===== config.mk =====
export PLATFORM = sky130hd
export DESIGN_NAME = iob_reg_pipe
export DESIGN_NICKNAME = d
export VERILOG_FILES = /design/src/rtl/iob_reg_pipe_pkg.sv /design/src/rtl/iob_reg_pipe_stage.sv /design/src/rtl/iob_reg_pipe.sv
export SDC_FILE = /design/constraint.sdc
export NUM_CORES = 1
export LEC_CHECK = 0
export ABC_AREA = 0
export CORE_MARGIN = 3
export CORE_UTILIZATION = 49
export DETAILED_ROUTE_END_ITERATION = 16
export GPL_ROUTABILITY_DRIVEN = 0
export GPL_TIMING_DRIVEN = 0
export PLACE_DENSITY_LB_ADDON = 0.05
export SYNTH_ARGS = -nofsm -noshare
export SYNTH_HDL_FRONTEND = slang
export SYNTH_SLANG_ARGS = --single-unit
export TNS_END_PERCENT = 1

===== constraint.sdc =====
create_clock -name clk -period 3.3 [get_ports clk]
set_clock_uncertainty 0.05 [all_clocks]
set_input_delay 0.66 -clock clk [delete_from_list [all_inputs] [get_ports clk]]
set_output_delay 0.66 -clock clk [all_outputs]
set_load 0.02 [all_outputs]

===== src/rtl/iob_reg_pipe_pkg.sv =====
// Shared constants and helpers for the elastic register pipeline.
package iob_reg_pipe_pkg;

    localparam int MIN_DEPTH = 1;

    // Width of the occupancy count; clamped so a bad DEPTH still elaborates far enough to report.
    function automatic int lvl_w(input int depth);
        return (depth < MIN_DEPTH) ? 1 : $clog2(depth + 1);
    endfunction

endpackage


===== src/rtl/iob_reg_pipe_stage.sv =====
// One pipeline stage: valid bit plus payload register with load/drain/flush controls.
module iob_reg_pipe_stage
    import iob_reg_pipe_pkg::*;
#(
    parameter int                 DATA_W  = 32,
    parameter logic [DATA_W-1:0]  RST_VAL = '0
) (
    input  logic              clk_i,
    input  logic              rst_i,
    input  logic              flush_i,
    input  logic              ld_i,
    input  logic              drain_i,
    input  logic [DATA_W-1:0] dat_i,
    output logic              vld_o,
    output logic [DATA_W-1:0] dat_o
);

    logic              vld_d, vld_q;
    logic [DATA_W-1:0] dat_d, dat_q;

    // Draining only drops the valid bit; the payload holds to avoid needless toggling.
    always_comb begin
        vld_d = vld_q;
        dat_d = dat_q;
        if (flush_i) begin
            vld_d = 1'b0;
            dat_d = RST_VAL;
        end else if (ld_i) begin
            vld_d = 1'b1;
            dat_d = dat_i;
        end else if (drain_i) begin
            vld_d = 1'b0;
        end
    end

    always_ff @(posedge clk_i) begin
        if (rst_i) begin
            vld_q <= 1'b0;
            dat_q <= RST_VAL;
        end else begin
            vld_q <= vld_d;
            dat_q <= dat_d;
        end
    end

    assign vld_o = vld_q;
    assign dat_o = dat_q;

endmodule


===== src/rtl/iob_reg_pipe.sv =====
// Elastic DEPTH-stage register pipeline with bubble collapsing, global enable and flush.
module iob_reg_pipe
    import iob_reg_pipe_pkg::*;
#(
    parameter int                DATA_W  = 32,
    parameter int                DEPTH   = 2,
    parameter logic [DATA_W-1:0] RST_VAL = '0,
    localparam int               LEVEL_W = lvl_w(DEPTH)
) (
    input  logic               clk,
    input  logic               rst,
    input  logic               en,
    input  logic               flush,
    input  logic               in_valid,
    input  logic [DATA_W-1:0]  in_data,
    output logic               in_ready,
    output logic               out_valid,
    output logic [DATA_W-1:0]  out_data,
    input  logic               out_ready,
    output logic [LEVEL_W-1:0] level
);

    if (DEPTH < MIN_DEPTH) begin : g_bad_depth
        $error("iob_reg_pipe: DEPTH must be >= 1");
    end

    logic                         go;
    logic [DEPTH:0]               vld;
    logic [DEPTH:0][DATA_W-1:0]   dat;
    logic [DEPTH+1:1]             rdy;
    logic [DEPTH:1]               ld, drain;

    assign go     = en & ~flush & ~rst;
    assign vld[0] = in_valid;
    assign dat[0] = in_data;

    // Ready ripples from the output back: any empty stage downstream lets everything behind it move.
    always_comb begin
        rdy          = '0;
        rdy[DEPTH+1] = out_ready;
        for (int i = DEPTH; i >= 1; i--) rdy[i] = ~vld[i] | rdy[i+1];
    end

    always_comb begin
        ld    = '0;
        drain = '0;
        level = '0;
        for (int i = 1; i <= DEPTH; i++) begin
            ld[i]    = go & vld[i-1] & rdy[i];
            drain[i] = go & vld[i] & rdy[i+1] & ~ld[i];
            level    = level + LEVEL_W'(vld[i]);
        end
    end

    for (genvar i = 1; i <= DEPTH; i++) begin : g_stage
        iob_reg_pipe_stage #(
            .DATA_W  (DATA_W),
            .RST_VAL (RST_VAL)
        ) u_stage (
            .clk_i   (clk),
            .rst_i   (rst),
            .flush_i (flush),
            .ld_i    (ld[i]),
            .drain_i (drain[i]),
            .dat_i   (dat[i-1]),
            .vld_o   (vld[i]),
            .dat_o   (dat[i])
        );
    end

    assign in_ready  = go & rdy[1];
    assign out_valid = go & vld[DEPTH];
    assign out_data  = dat[DEPTH];

endmodule


# Word level (Yosys, flattened, before mapping)
# Cells that the tools add are included.
# totals
register_bits	66
ramBits	0
mem_bits_ro	0
mem_count	0
elab_cells	31
latchBits	0
output_inout_bits	36
# classes
n_eq_ne	0
shifts	0
reduce_logical	3
bitwise	19
mul	0
n_addsub	1
muxes	4
div_mod_pow	0
order_cmp	0
# op_table
operator	n
AND 1 bit	11
NOT 1 bit	6
2-to-1 mux 1 bit	4
nonzero test 2 bit	2
adder 1 x 1 -> 2 bit	1
bitwise OR 1 bit	2
OR reduction 2 bit	1

# Logic depth before layout (Yosys ltp)
# Gate-level depths: netlist of run 1.
# depth
ltp_word	9
depth_mapped	6
mapped_depth_nobuf	3

# By module
# From an unflattened synthesis of run 1, not the netlist that was laid out.
# hier_totals
hier_cells	229
area_unflattened_um2	2557.5
# modules_own_cells
module	instances	cells_per_inst	area_per_inst_um2
iob_reg_pipe_stage	2	109	1222.4
iob_reg_pipe	1	11	112.6

# Worst setup path after synthesis of run 1
# No wires, ideal clock.
# synth_timing
path_type	input to output
startpoint	input flush
endpoint	output in_ready
path_buffers	1
path_slack_ps	1142
t_required_ps	2590
arrival_ps	1448
path_stages	3
path_cell_list	nor2_2 -> clkbuf_1 -> o211a_1
# synth_between
elab_chain_cells	4
# synth_lines
item	line	text
from (decl)	iob_reg_pipe.sv:13	input logic flush,
NOT 1 bit	iob_reg_pipe.sv:33	assign go = en & ~flush & ~rst;
AND 1 bit (2 in a row)	iob_reg_pipe.sv:33	
AND 1 bit	iob_reg_pipe.sv:71	assign in_ready = go & rdy[1];
to (decl)	iob_reg_pipe.sv:16	output logic in_ready,
# No other way between the ends.

# Final worst setup path of run 1
# layout_timing
startpoint	input flush
endpoint	output out_valid
# layout_between
elab_chain_cells	4
# layout_lines
item	line	text
NOT 1 bit	iob_reg_pipe.sv:33	
AND 1 bit (2 in a row)	iob_reg_pipe.sv:33	
AND 1 bit	iob_reg_pipe.sv:72	assign out_valid = go & vld[DEPTH];
to (decl)	iob_reg_pipe.sv:17	output logic out_valid,
# No other way between the ends.

==> metrics.yaml, run 1 <==
worstPathMaxFanout: 10
cpPeakStageDelay_ns: 0.60
use_met1_pct: 24.2
yosys.area.top_type: "dfxtp_1"
fin_crit_ns: 3.17
stdcell_count: 485
outcome: "complete, no violations"
yosys_warnings: 0
finalCritPeriodShare_pct: 95.9
cts_root_buf: "clkbuf_8"
first_pass_iters: 4
syn_area_um2: 2930
placed_cell_area_um2: 3750
met2_usage_pct: 26.9
maxCapViolations: 0
core_um2: 5640
drt_iter0_markers: 65
grt_usage_pct: 18.0
worst_setup_path_start_kind: "input port"
layout_setup_ws_ns: 0.135
final.setup.tns_ns: 0
cp-end-kind: "primary output"
gr-total-overflow: 0
hold_end: "g_stage[2].u_stage.dat_o[4]"
avgViaCountPerCell: 4.70
drc: 0
fin_area_um2: 3910
placedCellCount: 470
ctsLongestPathBuffers: 2
tritoncts: "yes"
synth.most_common_cell: "dfxtp_1"
nNetsFinal: 448
syn-num-nets: 364
maxSlewViolCount: 0
clock_sinks: 66
postCtsSetupRepairBufs: 0
max_slew_margin_pct: 65.7
reg2regPathDepth: 5
rr_endpoint: "g_stage[2].u_stage.dat_o[0]"
critPathArrivalTime_ns: 2.46
met3_usage_pct: 4.27
cp_slowest_cell: "clkdlybuf4s50_1"
n_antenna_cell: 0
hold_depth: 2
synth_area_leaders: "dfxtp_1, mux2i_1, o21ai_2"
ys_seq_area_share_pct: 45.1
synthToLayoutAreaGrowth_pct: 33.2
leakage_nw: 1.84
dp_hpwl_um: 4210
hold_start: "g_stage[2].u_stage.dat_o[4]"
fmax_ghz: 0.316
required_ns: 2.59
grt_antenna_before_repair: 0
num_rows: 27
die_w_um: 83.4
cp_common_cell: "clkdlybuf4s50_1"
syn_inst: 325
busiest_layer: "met2"
drt-total-wl_um: 5980
start_util_pct: 52.0
cts_made_buffers: 9
worstSetupPathType: "input port to primary output"
ios: 74
synthFlopType: "dfxtp_1"
grt_pass1_wl_um: 10300
fp.dieH_um: 83.4
setup_viol: 0
finalHoldViolCount: 0
min_path_type: "register to register"
clkLatencyLatePin_ns: 0.34
die-area_um2: 6950
ctsHoldBuffers: 0
synth_commonest_cells: "dfxtp_1, nand2_1, inv_1"
clkTransAtPathRegs_ns: 0.06
grt_pass1_vias: 2223
io_buffers: 73
crit_chain: "clkdlybuf4s50_1 > nor2_2 > buf_2 > and3_1 > clkdlybuf4s50_1"
postSynthAreaPerCell_um2: 9.02
vias: 2279
grt_max_degree: 11
cts_resized: 1
powerDensity_nw_per_um2: 374
reg2reg_slack_ns: 1.75
yosysUniqueCellTypes: 21
post_drt_wl_per_cell_um: 12.3
ant_nets: 0
synth_seq_cells: 66
drive_gt1_share_pct: 22.0
htreeDepth: 3
synth_top_area_share_pct: 45.1
synth-edff-count: 0
tightest_slew_ns: 0.515
r2r_start: "g_stage[1].u_stage.vld_o"
place_ws_ns: -0.00780
peakVddDrop_mv: 0.234
rsz0062_at_grt: "false"
async_flop_share_pct: 0
-- final cells by class --
| type | count | area [um^2] |
|---|---|---|
| clock buffers | 11 | 131 |
| inverters | 33 | 124 |
| repair buffers | 73 | 731 |
| multi-input cells | 172 | 1100 |
| clock inverters | 4 | 20.0 |
| fillers | 464 | 1740 |
| plain buffers | 54 | 384 |
| flip-flops and latches | 66 | 1320 |
| well taps | 72 | 90.1 |
-- flip-flops by register name (all words and copies together), names as in the netlist --
register / flops
g_stage.u_stage.dat_o: 64
g_stage.u_stage.vld_o: 2
-- report_power, final --
group	internal [W]	total, W	switching, W
clock	0.000263	0.000546	0.000283
combinational	0.0000590	0.000102	0.0000428
sequential	0.000807	0.000812	0.00000549
total	0.00113	0.00146	0.000331
-- critical path: cells and delay by family --
| kind | cells | cell delay, ns |
|---|---|---|
| buf+inv | 3 | 1.33 |
| simple gates | 2 | 0.47 |
-- kinds of logic after synthesis --
kind of cell             after synthesis  synth area share, %
AO/OA/AOI/OAI                         37                 11.2
flip-flops                            66                 45.1
buffers and inverters                 87                 17.3
AND/OR/NAND/NOR                      102                 15.1
multiplexers                          32                 10.9
adder cells (fa/ha/maj)                1                0.427
-- layout by cell type (no fill, tap or decap), types with 3 or more instances in the layout --
cell type | synthesis | final
clkdlybuf4s50_1 | 0 | 73
dfxtp_1 | 66 | 66
nand2_1 | 65 | 65
inv_1 | 33 | 33
nand3_1 | 32 | 32
mux2i_1 | 32 | 32
buf_4 | 32 | 32
o21ai_2 | 30 | 30
clkbuf_1 | 9 | 10
clkbuf_8 | 0 | 9
buf_6 | 7 | 7
buf_2 | 6 | 6
clkinv_2 | 0 | 4
o21ai_1 | 3 | 3
-- worst max-delay path by stage --
stage / startpoint / cells past startpoint / endpoint / slack, ns
2_1_floorplan: flush / 3 / in_ready / 1.14
3_3_place_gp: flush / 5 / in_ready / -0.02
3_5_place_dp: flush / 5 / in_ready / -0.008
4_1_cts: flush / 5 / out_valid / 0.12
5_1_grt: flush / 5 / out_valid / 0.04
6_report: flush / 5 / out_valid / 0.13
-- metrics by stage --
stage	power [W]	hold WS, ns	utilization (%)
2_1_floorplan	0.000872	0.379	-
3_3_place_gp	0.000931	0.391	66.5
3_5_place_dp	0.000932	0.398	66.5
4_1_cts	0.00147	0.407	69.2
5_1_grt	0.00152	0.426	69.2
6_report	0.00146	0.403	69.2
-- per-layer routing --
metal  wire length [um]  vias up
li1                   -     1184
met1               2940     1021
met2               2590       62
met3                314       12
met4                128        0
met5                  0        -
No activity file was read; power rests on OpenSTA's default activity.
==> run 2, diff against run 1 <==
CTS_CLUSTER_DIAMETER = 50   (was unset)
==> results of run 2 <==
Same layout as run 1: the final DEF is identical, and so are final timing and power.
